`src/rtl/regfile_dump_reader.sv`:
```
// Sequential register-file read-back engine: walks an index range through one
// read port and streams each value out on a valid/ready interface with its index.
module regfile_dump_reader #(
    parameter int unsigned DATA_WIDTH = 32,
    parameter int unsigned ADDR_WIDTH = 5,
    parameter bit          ZERO_X0    = 1'b1
) (
    input  logic                  clk,
    input  logic                  rst,
    input  logic                  start,
    input  logic [ADDR_WIDTH-1:0] first_idx,
    input  logic [ADDR_WIDTH-1:0] last_idx,
    input  logic                  abort,
    output logic [ADDR_WIDTH-1:0] rf_addr,
    input  logic [DATA_WIDTH-1:0] rf_data,
    output logic                  m_valid,
    input  logic                  m_ready,
    output logic [DATA_WIDTH-1:0] m_data,
    output logic [ADDR_WIDTH-1:0] m_idx,
    output logic                  m_last,
    output logic                  busy,
    output logic                  done,
    output logic                  err
);

    typedef enum logic [1:0] {StIdle, StRead, StSend, StDone} state_e;

    state_e                state_q;
    logic [ADDR_WIDTH-1:0] cur_q;
    logic [ADDR_WIDTH-1:0] end_q;

    // Read port is only addressed while the READ cycle samples it.
    assign rf_addr = (state_q == StRead) ? cur_q : '0;

    always_ff @(posedge clk or negedge rst) begin
        if (!rst) begin
            state_q <= StIdle;
            cur_q   <= '0;
            end_q   <= '0;
            m_valid <= 1'b0;
            m_data  <= '0;
            m_idx   <= '0;
            m_last  <= 1'b0;
            busy    <= 1'b0;
            done    <= 1'b0;
            err     <= 1'b0;
        end else begin
            done <= 1'b0;
            err  <= 1'b0;
            case (state_q)
                StIdle: begin
                    if (start) begin
                        if (first_idx <= last_idx) begin
                            cur_q   <= first_idx;
                            end_q   <= last_idx;
                            busy    <= 1'b1;
                            state_q <= StRead;
                        end else begin
                            err <= 1'b1;
                        end
                    end
                end
                StRead: begin
                    if (abort) begin
                        m_valid <= 1'b0;
                        m_last  <= 1'b0;
                        busy    <= 1'b0;
                        state_q <= StIdle;
                    end else begin
                        m_data  <= (ZERO_X0 && cur_q == '0) ? '0 : rf_data;
                        m_idx   <= cur_q;
                        m_last  <= (cur_q == end_q);
                        m_valid <= 1'b1;
                        state_q <= StSend;
                    end
                end
                StSend: begin
                    // Abort takes priority over a same-cycle handshake.
                    if (abort) begin
                        m_valid <= 1'b0;
                        m_last  <= 1'b0;
                        busy    <= 1'b0;
                        state_q <= StIdle;
                    end else if (m_ready) begin
                        m_valid <= 1'b0;
                        if (m_last) begin
                            done    <= 1'b1;
                            state_q <= StDone;
                        end else begin
                            cur_q   <= cur_q + 1'b1;
                            state_q <= StRead;
                        end
                    end
                end
                StDone: begin
                    if (abort) begin
                        m_last <= 1'b0;
                    end
                    busy    <= 1'b0;
                    state_q <= StIdle;
                end
                default: begin
                    busy    <= 1'b0;
                    state_q <= StIdle;
                end
            endcase
        end
    end

endmodule

```
`config.mk`:
```
export PLATFORM = sky130hd
export DESIGN_NAME = regfile_dump_reader
export DESIGN_NICKNAME = d
export VERILOG_FILES = /design/src/rtl/regfile_dump_reader.sv
export SDC_FILE = /design/constraint.sdc
export NUM_CORES = 1
export LEC_CHECK = 0
export CAP_MARGIN = 20
export CORE_AREA = 2 2 63 110
export CTS_CLUSTER_SIZE = 24
export DETAILED_ROUTE_END_ITERATION = 7
export DIE_AREA = 0 0 65 112
export PLACE_DENSITY = 0.75
export SLEW_MARGIN = 5
export SYNTH_ARGS = -nofsm -noshare
export SYNTH_HDL_FRONTEND = slang
export SYNTH_SLANG_ARGS = --single-unit
export TNS_END_PERCENT = 10
```
`constraint.sdc`:
```
create_clock -name clk -period 1.65 [get_ports clk]
set_clock_uncertainty 0.05 [all_clocks]
set_input_delay 0.165 -clock clk [delete_from_list [all_inputs] [get_ports clk]]
set_output_delay 0.165 -clock clk [all_outputs]
set_load 0.005 [all_outputs]
```
==> results.tsv <==
metric	value	unit
run status	complete, but fails checks	
failing checks	setup timing	
# diodes	0	
FMAX	591	MHz
setup violators final	4	
Arr. time, crit path	1820	ps
Max-slew headroom	0.796	
Syn Std Cell Area	2480	um2
Post-synth EDFFs	0	
drt first-iter violations	146	
Non-Filler Instances	421	
Setup WS post-layout	-41.8	ps
Worst EP required	1780	ps
Yosys warning count	0	
Post-DRT Antenna Nets	0	
largest cells by area after synthesis	dfrtp_1 54%, a22o_1 11%, ha_1 6.0%	
worst-margin pin slew	306	ps
post-route cell area	4230	um2
min cycle time layout	1690	ps
largest net degree at the start of global routing	55	
total number of vias	2188	
num rows	39	
H-Tree Depth	2	
Chip Height	112	um
CTS root buf	clkbuf_16	
RSZ-0062 raised after global routing	yes	
slowest CP cell	dfrtp_1	
worst path bufs/invs	2	
Crit Path Max Fanout	4	
clock sink count	54	
placed insts	406	
MaxCap Viol Count	0	
Synth cell types	36	
Syn Inst Count	210	
DR vias/cell	5.20	
hpwl dp	4880	um
final hold viol count	0	
most common cell in the synthesized netlist	dfrtp_1	
Total Wirelength	6740	um
Routed wire per std cell	16.0	um
IO Pins	94	
share of post-route cells with drive strength above 1	0.268	
first-pass GRT wire length	10300	um
period utilization	1.03	
fraction of the yosys area taken by sequential cells	0.544	
starting density of the core	0.389	
maximum VDD drop	824	uV
Layout area overhead	70.1	%
Worst path max stage delay	410	ps
DP Area	3750	um2
CTS clk-pin slew, worst paths	70	ps
Port Buf Inserts	93	
pwr dens	1700	nW/um2
CP cell instances	inv_2, buf_6, ha_4, o21a_1, o21a_1, a21oi_2, mux2_4	
syn_area_per_cell	11.8	um2
total track usage	0.183	
total CTS buffers	5	
CP most frequent cell	o21a_1	
core box area	6390	um2
Die X	65	um
# DRC	0	
Yosys reg bits	54	
vias in the first global route	2201	
final hold slack	111	ps
Top FF cell, synth	dfrtp_1	
TritonCTS clock tree	yes	
worst-skew pair later-pin latency	290	ps
final net count	397	
Setup crit end kind	flop	
initial antenna violation count	0	
post-synth top area share	0.544	
Post-synth ARST share	1.00	
crit path kind	reg -> reg	
leading area contributor after synthesis	dfrtp_1	
Final Max Tran Viols	0	
synth cell count leaders	54 x dfrtp_1, 32 x a22o_1, 12 x ha_1	
Layout Utilization	0.661	
global route overflow	0	
CTS Buffer Depth	2	
Net Count, Synth	269	
RD Place Congestion	0.822	
full die area	7280	um2
Critical Path Start Type	flop	
Pre-antenna DRT Iters	4	
Hold WC Path Type	in -> reg	
leakage power	1.93	nW
family with the most delay on the worst path	compound AO/OA/AOI/OAI gates	
==> metrics by stage <==
stage          power (W)  setup TNS [ps]  worst slack (ps)
3_5_place_dp     0.00559           -7190              -507
2_1_floorplan    0.00371           -24.7             -6.99
5_1_grt          0.00763            -779              -123
4_1_cts          0.00687           -1540              -177
6_report         0.00719           -64.0             -41.8
3_3_place_gp     0.00549           -6630              -458
==> worst reg2reg max path, stage by stage (launching register included) <==
cell,delay [ps]
dfrtp_1,410
inv_2,80
buf_6,120
ha_4,170
o21a_1,130
o21a_1,150
a21oi_2,160
mux2_4,310
==> repair_timing <==
item / 4_1_cts / 5_1_grt
setup buffers: 3 / 3
endpoints found under the setup margin: 38 / 52
gates resized for setup: 17 / 55
pin swaps: 3 / 12
hold endpoints to repair: 54 / 0
hold buffers: 1 / 0
==> state kept, by name (all words and copies together) (netlist names) <==
| signal | flops |
|---|---|
| err | 1 |
| m_last | 1 |
| end_q | 5 |
| busy | 1 |
| m_data | 32 |
| m_valid | 1 |
| m_idx | 5 |
| done | 1 |
| state_q | 2 |
| cur_q | 5 |
==> layer usage <==
layer  up-vias  track usage  wire length, um
met3        15       0.0364              378
met4         0       0.0695              152
met5         -            0                0
met1      1068        0.200             2550
met2        83        0.337             3660
li1       1022            -                -
==> final cells by class <==
type	count	area (um2)
clock inverters	2	37.5
inverters	11	41.3
repair buffers	132	1300
multi-input cells	134	1260
flip-flops and latches	54	1350
well taps	82	103
clock buffers	6	129
fillers	493	2160
==> cells in the final DEF, fill, tap and decap left out, types with 2 or more instances in the layout <==
master / netlist / routed
inv_2: 0 / 6
dlymetal6s2s_1: 0 / 10
a21oi_1: 6 / 5
nor2b_1: 3 / 3
clkdlybuf4s50_1: 0 / 77
o21ai_2: 0 / 2
nor3b_1: 2 / 2
a22o_1: 32 / 32
o21ai_1: 1 / 4
buf_6: 0 / 7
o21a_1: 2 / 2
buf_12: 0 / 3
o21ai_0: 7 / 2
clkbuf_16: 0 / 5
ha_4: 0 / 7
dlygate4sd2_1: 0 / 2
buf_4: 0 / 28
inv_1: 11 / 5
clkdlybuf4s15_1: 0 / 2
a21o_1: 2 / 2
ha_1: 12 / 5
o211ai_1: 3 / 3
and2_1: 5 / 5
nand2_1: 10 / 9
nand2b_4: 0 / 2
dfrtp_1: 54 / 54
nor2_2: 0 / 3
nor3_1: 2 / 2
mux2_4: 0 / 7
mux2_2: 11 / 4
nor2_1: 6 / 3
xor2_1: 5 / 5
nand3_1: 5 / 4
==> logic make-up after synthesis <==
kind of cell	after synthesis	synth area share
AOI/OAI and AO/OA	62	0.192
DFF	54	0.544
and+or+nand+nor	42	0.0921
buffers and inverters	22	0.0363
muxes	13	0.0579
adders and majority gates	12	0.0604
xor gates and xnor gates	5	0.0176
==> power by group <==
group          leakage [nW]  total (W)  switching, W  internal, W
clock                0.0771    0.00118      0.000465     0.000717
combinational          1.19    0.00370       0.00144      0.00226
sequential            0.670    0.00231      0.000383      0.00193
total                  1.93    0.00719       0.00228      0.00490
==> path summary, 6_finish.rpt <==
| check | slack, ps | startpoint | endpoint | cells past startpoint |
|---|---|---|---|---|
| min reg2reg | 430 | m_idx[1] | m_idx[1] | 2 |
| min | 110 | last_idx[0] | end_q[0] | 2 |
| max reg2reg | -40 | state_q[1] | state_q[1] | 7 |
| min in group asynchronous | 350 | rst | m_data[29] | 3 |
| max in group asynchronous | 960 | rst | err | 3 |
| max | -40 | state_q[1] | state_q[1] | 7 |
No activity file was read; power rests on OpenSTA's default activity.
